### src/rtl/miriscv_wb_pkg.sv
// Shared types and widths for the writeback stage: redirect FSM encoding,
// registered payload layout and the mispredict rule.
package miriscv_wb_pkg;

    localparam int XLEN         = 32;
    localparam int GPR_ADDR_W   = 5;
    localparam int RETIRE_CNT_W = 64;

    typedef enum logic [0:0] {
        WB_RDR_IDLE = 1'b0,
        WB_RDR_DONE = 1'b1
    } wb_rdr_state_e;

    typedef struct packed {
        logic                  gpr_wr_en;
        logic [GPR_ADDR_W-1:0] gpr_wr_addr;
        logic [XLEN-1:0]       gpr_wr_data;
        logic                  branch;
        logic                  jal;
        logic                  jalr;
        logic [XLEN-1:0]       target_pc;
        logic [XLEN-1:0]       next_pc;
        logic                  prediction;
        logic                  br_j_taken;
    } wb_payload_t;

    localparam int WB_PAYLOAD_W = $bits(wb_payload_t);

    // jalr targets are never predicted, jal is always taken, branches compare outcome
    function automatic logic wb_mispredict(input logic branch, input logic jal,
                                           input logic jalr, input logic prediction,
                                           input logic taken);
        logic res;
        if (jalr) begin
            res = 1'b1;
        end else if (jal) begin
            res = ~prediction;
        end else if (branch) begin
            res = prediction ^ taken;
        end else begin
            res = 1'b0;
        end
        return res;
    endfunction

endpackage

### src/rtl/miriscv_writeback_stage_if.sv
// Memory-stage -> writeback bundle and writeback result bundle.
// The memory side (master) drives m_*, the writeback stage (slave) drives w_*.
interface miriscv_writeback_stage_if;
    import miriscv_wb_pkg::*;

    logic                    m_valid_i;
    logic                    m_gpr_wr_en_i;
    logic [GPR_ADDR_W-1:0]   m_gpr_wr_addr_i;
    logic [XLEN-1:0]         m_gpr_wr_data_i;
    logic                    m_branch_i;
    logic                    m_jal_i;
    logic                    m_jalr_i;
    logic [XLEN-1:0]         m_target_pc_i;
    logic [XLEN-1:0]         m_next_pc_i;
    logic                    m_prediction_i;
    logic                    m_br_j_taken_i;

    logic                    w_valid_o;
    logic                    w_gpr_wr_en_o;
    logic [GPR_ADDR_W-1:0]   w_gpr_wr_addr_o;
    logic [XLEN-1:0]         w_gpr_wr_data_o;
    logic                    w_redirect_o;
    logic [XLEN-1:0]         w_redirect_pc_o;
    logic                    w_retire_o;
    logic [RETIRE_CNT_W-1:0] w_retire_cnt_o;

    modport master (
        output m_valid_i, m_gpr_wr_en_i, m_gpr_wr_addr_i, m_gpr_wr_data_i,
               m_branch_i, m_jal_i, m_jalr_i, m_target_pc_i, m_next_pc_i,
               m_prediction_i, m_br_j_taken_i,
        input  w_valid_o, w_gpr_wr_en_o, w_gpr_wr_addr_o, w_gpr_wr_data_o,
               w_redirect_o, w_redirect_pc_o, w_retire_o, w_retire_cnt_o
    );

    modport slave (
        input  m_valid_i, m_gpr_wr_en_i, m_gpr_wr_addr_i, m_gpr_wr_data_i,
               m_branch_i, m_jal_i, m_jalr_i, m_target_pc_i, m_next_pc_i,
               m_prediction_i, m_br_j_taken_i,
        output w_valid_o, w_gpr_wr_en_o, w_gpr_wr_addr_o, w_gpr_wr_data_o,
               w_redirect_o, w_redirect_pc_o, w_retire_o, w_retire_cnt_o
    );

endinterface

### src/rtl/miriscv_retire_counter.sv
// Free-running retired-instruction counter; wraps modulo 2^WIDTH.
module miriscv_retire_counter
    import miriscv_wb_pkg::*;
#(
    parameter int unsigned WIDTH = RETIRE_CNT_W
) (
    input  logic             clk_i,
    input  logic             rst_i,
    input  logic             en_i,
    output logic [WIDTH-1:0] cnt_o
);

    logic [WIDTH-1:0] cnt_q;
    logic [WIDTH-1:0] cnt_d;

    // next count
    always_comb begin
        if (en_i) begin
            cnt_d = cnt_q + {{(WIDTH-1){1'b0}}, 1'b1};
        end else begin
            cnt_d = cnt_q;
        end
    end

    // count register
    always_ff @(posedge clk_i) begin
        if (rst_i) begin
            cnt_q <= {WIDTH{1'b0}};
        end else begin
            cnt_q <= cnt_d;
        end
    end

    assign cnt_o = cnt_q;

endmodule

### src/rtl/miriscv_writeback_stage.sv
// Writeback stage: registers the memory-stage bundle, issues one GPR write and
// one redirect pulse per instruction. MIRISCV_WB_RETIRE_CNT_EN adds the retire counter.
module miriscv_writeback_stage
    import miriscv_wb_pkg::*;
(
    input  logic clk_i,
    input  logic rst_i,
    input  logic cu_stall_w_i,
    input  logic cu_kill_w_i,
    miriscv_writeback_stage_if.slave wb_if
);

    logic                    valid_q;
    logic                    valid_d;
    wb_payload_t             payload_in_s;
    wb_payload_t             payload_q;
    wb_payload_t             payload_d;
    wb_rdr_state_e           state_q;
    wb_rdr_state_e           state_d;
    logic                    mispredict_s;
    logic                    redirect_s;
    logic [XLEN-1:0]         redirect_pc_s;
    logic                    retire_s;
    logic [RETIRE_CNT_W-1:0] retire_cnt_s;

    // gather the incoming bundle
    always_comb begin
        payload_in_s.gpr_wr_en   = wb_if.m_gpr_wr_en_i;
        payload_in_s.gpr_wr_addr = wb_if.m_gpr_wr_addr_i;
        payload_in_s.gpr_wr_data = wb_if.m_gpr_wr_data_i;
        payload_in_s.branch      = wb_if.m_branch_i;
        payload_in_s.jal         = wb_if.m_jal_i;
        payload_in_s.jalr        = wb_if.m_jalr_i;
        payload_in_s.target_pc   = wb_if.m_target_pc_i;
        payload_in_s.next_pc     = wb_if.m_next_pc_i;
        payload_in_s.prediction  = wb_if.m_prediction_i;
        payload_in_s.br_j_taken  = wb_if.m_br_j_taken_i;
    end

    // kill beats stall; a killed slot may keep its stale payload
    always_comb begin
        if (cu_stall_w_i) begin
            payload_d = payload_q;
        end else begin
            payload_d = payload_in_s;
        end
        if (cu_kill_w_i) begin
            valid_d = 1'b0;
        end else if (!cu_stall_w_i) begin
            valid_d = wb_if.m_valid_i;
        end else begin
            valid_d = valid_q;
        end
    end

    // pipeline register
    always_ff @(posedge clk_i) begin
        if (rst_i) begin
            valid_q   <= 1'b0;
            payload_q <= wb_payload_t'({WB_PAYLOAD_W{1'b0}});
        end else begin
            valid_q   <= valid_d;
            payload_q <= payload_d;
        end
    end

    // mispredict and redirect target from the registered payload
    always_comb begin
        mispredict_s = wb_mispredict(payload_q.branch, payload_q.jal, payload_q.jalr,
                                     payload_q.prediction, payload_q.br_j_taken);
        if (payload_q.jal || payload_q.jalr || payload_q.br_j_taken) begin
            redirect_pc_s = payload_q.target_pc;
        end else begin
            redirect_pc_s = payload_q.next_pc;
        end
    end

    // redirect FSM state register
    always_ff @(posedge clk_i) begin
        if (rst_i) begin
            state_q <= WB_RDR_IDLE;
        end else begin
            state_q <= state_d;
        end
    end

    // DONE remembers a pulse already sent while the instruction sits stalled
    always_comb begin
        case (state_q)
            WB_RDR_IDLE: begin
                if (redirect_s && cu_stall_w_i) begin
                    state_d = WB_RDR_DONE;
                end else begin
                    state_d = WB_RDR_IDLE;
                end
            end
            WB_RDR_DONE: begin
                if (cu_kill_w_i || !cu_stall_w_i) begin
                    state_d = WB_RDR_IDLE;
                end else begin
                    state_d = WB_RDR_DONE;
                end
            end
            default: state_d = WB_RDR_IDLE;
        endcase
    end

    // redirect FSM output
    always_comb begin
        case (state_q)
            WB_RDR_IDLE: redirect_s = valid_q & mispredict_s & ~cu_kill_w_i;
            WB_RDR_DONE: redirect_s = 1'b0;
            default:     redirect_s = 1'b0;
        endcase
    end

    assign retire_s = valid_q & ~cu_stall_w_i & ~cu_kill_w_i;

`ifdef MIRISCV_WB_RETIRE_CNT_EN
    miriscv_retire_counter #(
        .WIDTH (RETIRE_CNT_W)
    ) u_retire_counter (
        .clk_i (clk_i),
        .rst_i (rst_i),
        .en_i  (retire_s),
        .cnt_o (retire_cnt_s)
    );
`else
    assign retire_cnt_s = {RETIRE_CNT_W{1'b0}};
`endif

    assign wb_if.w_valid_o       = valid_q;
    assign wb_if.w_gpr_wr_en_o   = payload_q.gpr_wr_en & valid_q & ~cu_stall_w_i;
    assign wb_if.w_gpr_wr_addr_o = payload_q.gpr_wr_addr;
    assign wb_if.w_gpr_wr_data_o = payload_q.gpr_wr_data;
    assign wb_if.w_redirect_o    = redirect_s;
    assign wb_if.w_redirect_pc_o = redirect_pc_s;
    assign wb_if.w_retire_o      = retire_s;
    assign wb_if.w_retire_cnt_o  = retire_cnt_s;

endmodule

### src/flat_wrapper.sv
// flat-port wrapper written by rule: the top's interface ports become plain ports
module miriscv_writeback_stage_flat import miriscv_wb_pkg::*;
  (clk_i, rst_i, cu_stall_w_i, cu_kill_w_i, wb_if_m_valid_i, wb_if_m_gpr_wr_en_i, wb_if_m_gpr_wr_addr_i, wb_if_m_gpr_wr_data_i, wb_if_m_branch_i, wb_if_m_jal_i, wb_if_m_jalr_i, wb_if_m_target_pc_i, wb_if_m_next_pc_i, wb_if_m_prediction_i, wb_if_m_br_j_taken_i, wb_if_w_valid_o, wb_if_w_gpr_wr_en_o, wb_if_w_gpr_wr_addr_o, wb_if_w_gpr_wr_data_o, wb_if_w_redirect_o, wb_if_w_redirect_pc_o, wb_if_w_retire_o, wb_if_w_retire_cnt_o);
  miriscv_writeback_stage_if wb_if_i ();
  input  logic clk_i;
  input  logic rst_i;
  input  logic cu_stall_w_i;
  input  logic cu_kill_w_i;
  input wire logic [$bits(wb_if_i.m_valid_i)-1:0] wb_if_m_valid_i;
  input wire logic [$bits(wb_if_i.m_gpr_wr_en_i)-1:0] wb_if_m_gpr_wr_en_i;
  input wire logic [$bits(wb_if_i.m_gpr_wr_addr_i)-1:0] wb_if_m_gpr_wr_addr_i;
  input wire logic [$bits(wb_if_i.m_gpr_wr_data_i)-1:0] wb_if_m_gpr_wr_data_i;
  input wire logic [$bits(wb_if_i.m_branch_i)-1:0] wb_if_m_branch_i;
  input wire logic [$bits(wb_if_i.m_jal_i)-1:0] wb_if_m_jal_i;
  input wire logic [$bits(wb_if_i.m_jalr_i)-1:0] wb_if_m_jalr_i;
  input wire logic [$bits(wb_if_i.m_target_pc_i)-1:0] wb_if_m_target_pc_i;
  input wire logic [$bits(wb_if_i.m_next_pc_i)-1:0] wb_if_m_next_pc_i;
  input wire logic [$bits(wb_if_i.m_prediction_i)-1:0] wb_if_m_prediction_i;
  input wire logic [$bits(wb_if_i.m_br_j_taken_i)-1:0] wb_if_m_br_j_taken_i;
  output wire logic [$bits(wb_if_i.w_valid_o)-1:0] wb_if_w_valid_o;
  output wire logic [$bits(wb_if_i.w_gpr_wr_en_o)-1:0] wb_if_w_gpr_wr_en_o;
  output wire logic [$bits(wb_if_i.w_gpr_wr_addr_o)-1:0] wb_if_w_gpr_wr_addr_o;
  output wire logic [$bits(wb_if_i.w_gpr_wr_data_o)-1:0] wb_if_w_gpr_wr_data_o;
  output wire logic [$bits(wb_if_i.w_redirect_o)-1:0] wb_if_w_redirect_o;
  output wire logic [$bits(wb_if_i.w_redirect_pc_o)-1:0] wb_if_w_redirect_pc_o;
  output wire logic [$bits(wb_if_i.w_retire_o)-1:0] wb_if_w_retire_o;
  output wire logic [$bits(wb_if_i.w_retire_cnt_o)-1:0] wb_if_w_retire_cnt_o;
  assign wb_if_i.m_valid_i = wb_if_m_valid_i;
  assign wb_if_i.m_gpr_wr_en_i = wb_if_m_gpr_wr_en_i;
  assign wb_if_i.m_gpr_wr_addr_i = wb_if_m_gpr_wr_addr_i;
  assign wb_if_i.m_gpr_wr_data_i = wb_if_m_gpr_wr_data_i;
  assign wb_if_i.m_branch_i = wb_if_m_branch_i;
  assign wb_if_i.m_jal_i = wb_if_m_jal_i;
  assign wb_if_i.m_jalr_i = wb_if_m_jalr_i;
  assign wb_if_i.m_target_pc_i = wb_if_m_target_pc_i;
  assign wb_if_i.m_next_pc_i = wb_if_m_next_pc_i;
  assign wb_if_i.m_prediction_i = wb_if_m_prediction_i;
  assign wb_if_i.m_br_j_taken_i = wb_if_m_br_j_taken_i;
  assign wb_if_w_valid_o = wb_if_i.w_valid_o;
  assign wb_if_w_gpr_wr_en_o = wb_if_i.w_gpr_wr_en_o;
  assign wb_if_w_gpr_wr_addr_o = wb_if_i.w_gpr_wr_addr_o;
  assign wb_if_w_gpr_wr_data_o = wb_if_i.w_gpr_wr_data_o;
  assign wb_if_w_redirect_o = wb_if_i.w_redirect_o;
  assign wb_if_w_redirect_pc_o = wb_if_i.w_redirect_pc_o;
  assign wb_if_w_retire_o = wb_if_i.w_retire_o;
  assign wb_if_w_retire_cnt_o = wb_if_i.w_retire_cnt_o;
  miriscv_writeback_stage u_core (.clk_i(clk_i), .rst_i(rst_i), .cu_stall_w_i(cu_stall_w_i), .cu_kill_w_i(cu_kill_w_i), .wb_if(wb_if_i));
endmodule
### config.mk
export PLATFORM = sky130hd
export DESIGN_NAME = miriscv_writeback_stage_flat
export DESIGN_NICKNAME = d
export VERILOG_FILES = /design/src/rtl/miriscv_wb_pkg.sv /design/src/rtl/miriscv_writeback_stage_if.sv /design/src/rtl/miriscv_retire_counter.sv /design/src/rtl/miriscv_writeback_stage.sv /design/src/flat_wrapper.sv
export SDC_FILE = /design/constraint.sdc
export NUM_CORES = 1
export LEC_CHECK = 0
export ABC_AREA = 1
export CORE_MARGIN = 1.5
export CORE_UTILIZATION = 37
export DETAILED_ROUTE_END_ITERATION = 6
export GPL_ROUTABILITY_DRIVEN = 0
export PLACE_DENSITY = 0.85
export REMOVE_ABC_BUFFERS = 1
export SLEW_MARGIN = 20
export SYNTH_ARGS = -nofsm -noshare
export SYNTH_HDL_FRONTEND = slang
export SYNTH_HIERARCHICAL = 1
export SYNTH_SLANG_ARGS = --single-unit
### constraint.sdc
create_clock -name clk_i -period 1.4 [get_ports clk_i]
set_clock_uncertainty 0.15 [all_clocks]
set_input_delay 0.28 -clock clk_i [delete_from_list [all_inputs] [get_ports clk_i]]
set_output_delay 0.28 -clock clk_i [all_outputs]
set_load 0.005 [all_outputs]
Word-level counts from Yosys, hierarchy flattened:

Index checks and enable logic that the tools add are counted.

* logic and storage cells: 37
* latch bits: 0
* bits of input ports: 112
* memory bits (read-only): 0
* bits in writable memories: 0
* flip-flop bits (word level): 109
* output and inout bits: 137
* memories: 0

* shifts and indexed selects: 0
* reduce and logical (&&, ||, !) cells: 6
* equality and inequality tests: 0
* bitwise logic cells: 11
* $lt $le $gt $ge: 0
* multiplexer cells: 8
* multipliers: 0
* add/subtract/negate cells: 0
* divide/modulo/power cells: 0

Operator list (count)
* 2-to-1 mux 32 bit: 1
* AND 1 bit: 6
* 2-to-1 mux 1 bit: 5
* NOT 1 bit: 4
* one-hot mux 1 bit (2 select lines): 2
* logical OR 1 bit: 3
* OR reduction 2 bit: 1
* logical AND 1 bit: 1
* zero test 1 bit: 1
* bitwise XOR 1 bit: 1

Longest topological paths before layout:

Gate-level depths: netlist (run 1).

* word-level depth: 10
* gate-level depth with buffers: 7

Least setup slack after synthesis (run 1):

OpenSTA, ideal clock, no wires.

* path kind: reg2out
* start: reg u_core/payload_q[0] in the netlist's numbering
* end: out wb_if_w_redirect_pc_o[0]
* path slack: -27 ps
* cell stages (with the launch flop): 5
* arrival: 997 ps
* data required time: 970 ps
* buffers on the path: 1
* cell sequence: dfxtp_1 -> nor2_2 -> nand2_2 -> buf_6 -> mux2_4

* word-level cells in the longest chain between the ends: 2

Ends and longest elaborated chain
* start, declared: line miriscv_writeback_stage.sv:16 `wb_payload_t payload_q;`
* start signal, assigned: line miriscv_writeback_stage.sv:60 `payload_q <= wb_payload_t'({WB_PAYLOAD_W{1'b0}});`
* start signal, assigned: line miriscv_writeback_stage.sv:63 `payload_q <= payload_d;`
* logical OR 1 bit: line miriscv_writeback_stage.sv:71 `if (payload_q.jal || payload_q.jalr || payload_q.br_j_taken) begin`
* 2-to-1 mux 32 bit: line miriscv_writeback_stage.sv:71
* end, declared: line flat_wrapper.sv:25 `output wire logic [$bits(wb_if_i.w_redirect_pc_o)-1:0] wb_if_w_redirect_pc_o;`

No other way between the ends.

Final worst setup path (run 1):

* start: reg u_core/payload_q[67] in the netlist's numbering
* end: out wb_if_w_redirect_pc_o[22]

* word-level cells in the longest chain between the ends: 3

Ends and longest elaborated chain (line)
* logical OR 1 bit (2 in series): miriscv_writeback_stage.sv:71
* 2-to-1 mux 32 bit: miriscv_writeback_stage.sv:71

No other way between the ends.

==> metrics.txt, run 1 <==
TritonCTS Buffers=9; drt pass-1 iters=7; Switching Share=24.8%; max_cap viols=0; first-pass GRT wire length=20.8 mm; IO Count=249; ys async rst share=0%; share of cells above drive strength 1=27.0%; post-synth cell types=21; top cell type's share of synthesized area=41.8%; Reg-to-Reg Start=u_core/payload_q[67]; initial antenna violation count=0; drt total wl=13.9 mm; Max VDD drop=0.492 mV; Tmin final=2.10 ns; Die Footprint=14800 µm²; Critical Path End Type=output pin; routed vias=between 4000 and 5000; port bufs=around 180; failing checks=setup timing; leakage=between 0.003 and 0.004 µW; leading area contributor after synthesis=dfxtp_1; Finished Cell Area=between 7000 and 8000 µm²; largest net degree at the start of global routing=55; DIE HEIGHT=122 µm; register bit total from synthesis=109; Hold Violations, Final=0; register area share after synthesis=41.8%; Initial Utilization=roughly 38%; status=complete, but fails checks; RSZ-0062 raised after global routing=yes; vias in the first global route=4125; Most used DFF post-synth=dfxtp_1; Tot GR Track Use=18.1%; P&R area growth vs syn=46.4%; clk root buf=clkbuf_16; Reg clk slew, reported paths=0.07 ns; Worst-Skew Late Latency=~0.34 ns; hold wc startpoint=cu_stall_w_i; Hold Crit Depth=3; reg2reg path depth=9; GRT overflow=0; sequential power share=between 40% and 50%; DR DRC count=0; core box area=13800 µm²; EDFF count, synth=0; Post-Synthesis Cells=624; Site Rows=43; CP max FO=5; required time of the critical path=about 0.97 ns; antenna viol nets, final=0; vias per cell=~4.4; f_max=477 MHz; DR iter-0 viols=217; post-DR wirelength/cell=13.9 µm; internal power=5880 µW; fin util=55.3%; final-report setup violation count=35; H-tree levels=3; max-slew violations=0; Ys Warns=6; CP Launch Type=flip-flop; clock power share=between 30% and 40%; Placed Area=around 7000 µm²; CP Class=reg -> out; die width=122 µm; Layout Nets=929; HPWL Detailed=8.80 mm; post-synthesis area per instance=8.36 µm²; Cell Pwr Density=1020 nW/µm²; CTS max path bufs=2; Mapped Area=5220 µm²; Tcrit/Tclk final=150%; Hold Buf Count CTS=0; Crit. Startpoint=u_core/payload_q[67]; PnR worst setup slack=-0.695 ns; Arrival @ worst endpoint=1.67 ns; Switch Pwr=1940 µW; ant diodes=0; clk sinks=109; Gate power share=23.6%; Area contributors post-synth=dfxtp_1 (42%), buf_4 (15%), nor2_1 (12%), o21ai_0 (10%), mux2_4 (8.6%); CTS tree=done; type of the tightest min-delay check=in -> reg
-- kinds of logic after synthesis --
family | after synthesis | share of synthesized area (%)
simple gates | 225 | 18.8
buf+inv | 144 | 19.4
compound gates | 113 | 10.8
flops | 109 | 41.8
mux | 32 | 9.06
other cells | 1 | 0.0719
-- critical path, cell delays in order, from the launching register on --
cell     delay [ns]
dfxtp_2        0.34
nor2_4         0.17
nand2_8        0.11
buf_16         0.16
buf_12         0.13
mux2_4         0.30
buf_6          0.11
-- power groups by stage --
stage	combinational [µW]	sequential (µW)	clock, µW
2_1_floorplan	634	3500	0
3_3_place_gp	1580	3500	0
3_5_place_dp	1610	3510	0
4_1_cts	1800	3440	2570
5_1_grt	2010	3470	2720
6_report	1850	3450	2520
-- path summary, 6_finish.rpt --
check | end | slack, ns
setup / recovery | wb_if_w_redirect_pc_o[22] | -0.70
hold / removal | u_core/wb_if.w_valid_o | 0.18
setup reg to reg | u_core/state_q | 0.07
hold reg to reg | u_core/state_q | 0.30
-- cells in the mapped netlist, types with 3 or more instances --
| cell | number |
|---|---|
| buf_2 | 10 |
| dfxtp_1 | 109 |
| buf_6 | 10 |
| nor2_2 | 51 |
| o21ai_0 | 105 |
| inv_1 | 3 |
| nor2_1 | 163 |
| clkbuf_1 | 16 |
| nand2_1 | 7 |
| mux2_4 | 30 |
| buf_4 | 102 |
| a21oi_1 | 4 |
| o21ai_1 | 4 |
-- metal layers --
layer / share of wire, % / global-route usage (%) / vias to the layer above
li1: - / - / 2211
met1: 40 / 21.0 / 2008
met2: 51 / 31.4 / 171
met3: 6.4 / 4.59 / 27
met4: 2.3 / 8.31 / 0
met5: 0 / 0 / -
-- layout by cell type (no fill, tap or decap), types with 9 or more instances in the layout --
master             n
buf_12            11
buf_4             47
buf_6             44
clkbuf_16         10
clkdlybuf4s50_1  109
conb_1            64
dfxtp_1          100
dfxtp_2            9
dlygate4sd2_1     31
mux2_4            32
nor2_1           163
nor2_2            50
o21ai_0          105
-- final cells by class --
type                            count  area, µm²
Multi-Input combinational cell    434       2300
Sequential cell                   109       2190
Tap cell                          180        225
Clock buffer                       12        246
Inverter                            6       27.5
Timing Repair Buffer              257       2620
Clock inverter                      2       35.0
Fill cell                        1229       6190
-- repair_timing --
action / in CTS / in global routing
endpoints found under the hold margin: 0 / 0
pin swaps: 3 / 1
cloned: 3 / 1
setup buffers: 18 / 1
gates resized for setup: 232 / 22
setup endpoints to repair: 73 / 44
-- sequential cells by signal, indices dropped and copies added (netlist names) --
| name | cells |
|---|---|
| u_core/payload_q | 70 |
| u_core/wb_if.w_gpr_wr_data_o | 32 |
| u_core/state_q | 1 |
| u_core/wb_if.w_gpr_wr_addr_o | 5 |
| u_core/wb_if.w_valid_o | 1 |
-- metrics by stage --
| step | instances | hold slack [ns] | setup TNS, ns | setup slack [ns] | power [µW] |
|---|---|---|---|---|---|
| global route | 1000 | 0.195 | -23.60 | -0.761 | 8200 |
| detailed placement | 965 | 0.285 | -32.80 | -0.593 | 5120 |
| CTS | 1000 | 0.158 | -22.99 | -0.721 | 7820 |
| floorplan | 549 | 0.220 | -13.25 | -0.447 | 4130 |
| global placement | 965 | 0.286 | -29.28 | -0.597 | 5090 |
| finish | 1000 | 0.177 | -21.42 | -0.695 | 7820 |
Power figures use the tool's default switching activity.
==> run 2, diff against run 1 <==
SETUP_SLACK_MARGIN = 0.4   (was default)
==> run 2 against run 1 <==
Compared with the run above:
- the flow still finishes with violations (setup timing)
- final area rose by 7.3%
- total power increased by 3.8%
- sequential share of layout area fell by 1.5 points
- die area unchanged
- global-route usage increased by 2.2 points
- cell count grew 3.0%
- count of clock-buffer cells in the layout unchanged
- fmax fell by 0.29%
- critical path type unchanged
- largest power group unchanged
==> metrics.txt, run 2 (synthesis results as in run 1) <==
leakage=0.00374 µW (+6.5%); vias in the first global route=4356 (+5.6%); sequential power share=42.8% (-1.3 points); RSZ-0062 raised after global routing=yes; Die Footprint=14800 µm² (unchanged); Initial Utilization=37.7% (unchanged); required time of the critical path=0.97 ns (about the same); failing checks=setup timing; antenna viol nets, final=0 (unchanged); core box area=13800 µm² (unchanged); Cell Pwr Density=990 nW/µm² (-3.3%); final-report setup violation count=36 (+2.9%); CTS tree=done; Reg clk slew, reported paths=0.07 ns (about the same); drt pass-1 iters=4 (-3); first-pass GRT wire length=23.0 mm (+11%); post-DR wirelength/cell=14.9 µm (+7.3%); Largest register FFs=70 (unchanged); ant diodes=0 (unchanged); metal2 WL=8.00 mm (+13%); largest net degree at the start of global routing=28 (-49%); clk sinks=109 (unchanged); Finished Cell Area=8200 µm² (+7.3%); total negative setup slack=-22.64 ns (-1.21 ns); vias per cell=4.50 (+1.9%); wire length on met1=6.11 mm (+9.3%); die width=122 µm (unchanged); largest reg by FF count=u_core/payload_q; metal3 WL=868 µm (-2.5%); H-tree levels=3 (unchanged); drt total wl=15.4 mm (+11%); max-slew violations=0 (unchanged); CP delay by family, top=buffers and inverters; Tot GR Track Use=20.3% (+2.2 points); DR iter-0 viols=237 (+9.2%); port bufs=184 (unchanged); Site Rows=43 (unchanged); Placed Area=7020 µm² (unchanged); Worst-Skew Late Latency=0.34 ns (about the same); crit-path cells=nor2_4 -> nand2_8 -> buf_12 -> buf_16 -> mux2_4 -> buf_6; Arrival @ worst endpoint=1.67 ns (about the same); Gate power share=26.0% (+2.4 points); CTS max path bufs=2 (unchanged); internal power=6080 µW (+3.4%); Hold Violations, Final=0 (unchanged); share of cells above drive strength 1=38.4% (+11 points); TritonCTS Buffers=9 (unchanged); leading cell types in the layout, fill and taps excluded=nor2_1 (160), clkdlybuf4s50_1 (108), buf_6 (75); HPWL Detailed=8.80 mm (unchanged); DIE HEIGHT=122 µm (unchanged); PnR worst setup slack=-0.701 ns (-0.00619 ns); Max VDD drop=0.482 mV (-2.1%); CP max stage delay=0.33 ns (about the same); Switch Pwr=2030 µW (+4.9%); Register Area=2230 µm² (+1.8%); max_cap viols=0 (unchanged); Fillers=1159 (-5.7%); status=complete, but fails checks; P&R area growth vs syn=57.1%; GRT overflow=0 (unchanged); Worst path slowest cell=dfxtp_2; Layout Nets=959 (+3.2%); Critical Path End Type=output pin; routed vias=4635 (+4.9%); Tmin final=2.10 ns (+0.00619 ns); most common cell after layout, fill and taps aside=nor2_1; f_max=476 MHz (-0.29%); Tcrit/Tclk final=150% (+0.44 points); WP buf/inv=3 (unchanged); DR DRC count=0 (unchanged); clk root buf=clkbuf_16; CP max FO=8 (+3); Switching Share=25.0% (+0.28 points); type of the tightest min-delay check=in -> reg; initial antenna violation count=0 (unchanged); area of the multi-input gates=2310 µm² (+0.49%); CP Launch Type=flip-flop; clock power share=31.2% (-1.1 points); max layer used=met4; IO Count=249 (unchanged); CP Class=reg -> out
[run 2: cell count changes in the layout (fill, tap and decap cells not counted), moves of 10 or more]
cell and delta:
o21ai_0 -38, buf_4 +14, buf_2 +10, buf_16 +10, o21ai_1 +37, buf_6 +31, dfxtp_1 -31, dlygate4sd2_1 -30
dfxtp_2 +31
[run 2: repair_timing]
item                                    4_1_cts  5_1_grt
buffers inserted                             35        5
resized for setup                           451       41
endpoints found under the setup margin      182       90
endpoints found under the hold margin         0        0
pin swaps                                     5        4
gates cloned                                 10        1
hold buffers                                  0        0
[run 2: layer usage]
metal  GRT usage (%)  vias to the layer above
met3            4.26                       27
met2            36.6                      178
li1                -                     2277
met5               0                        -
met4            7.72                        0
met1            23.4                     2153
[run 2: final timing paths]
path / startpoint / cells past startpoint / to / slack, ns
setup reg to reg: u_core/payload_q[0] / 9 / u_core/state_q / 0.06
hold / removal: rst_i / 4 / u_core/state_q / 0.14
hold reg to reg: u_core/state_q / 2 / u_core/state_q / 0.30
setup / recovery: u_core/payload_q[0] / 6 / wb_if_w_redirect_pc_o[12] / -0.70
[run 2: tightest hold or removal path, stage by stage]
cell and delay (ns):
buf_2 0.13, nor2_1 0.07, nand2_1 0.07, a21oi_1 0.04
[run 2: power by group through the flow]
| stage | sequential (µW) | clock [µW] | combinational (µW) |
|---|---|---|---|
| 3_5_place_dp | 3510 | 0 | 1610 |
| 6_report | 3470 | 2530 | 2110 |
| 4_1_cts | 3460 | 2570 | 1990 |
| 3_3_place_gp | 3500 | 0 | 1580 |
| 2_1_floorplan | 3500 | 0 | 634 |
| 5_1_grt | 3490 | 2710 | 2280 |
[run 2: cell type report]
cell class | count | share of cell area, %
Timing Repair Buffer | 287 | 37.9
Multi-Input combinational cell | 434 | 28.2
Sequential cell | 109 | 27.2
Clock buffer | 12 | 3.01
Tap cell | 180 | 2.75
Inverter | 6 | 0.565
Clock inverter | 2 | 0.427
[run 2: metrics by stage]
| step | std cells | hold slack (ns) | setup slack, ns | utilization, % | power, µW |
|---|---|---|---|---|---|
| 2_1_floorplan | 549 | 0.220 | -0.447 | - | 4130 |
| 3_3_place_gp | 965 | 0.286 | -0.597 | 50.8 | 5090 |
| 3_5_place_dp | 965 | 0.285 | -0.593 | 50.8 | 5120 |
| 4_1_cts | 1024 | 0.160 | -0.721 | 57.6 | 8020 |
| 5_1_grt | 1030 | 0.144 | -0.754 | 59.3 | 8480 |
| 6_report | 1030 | 0.136 | -0.701 | 59.3 | 8110 |
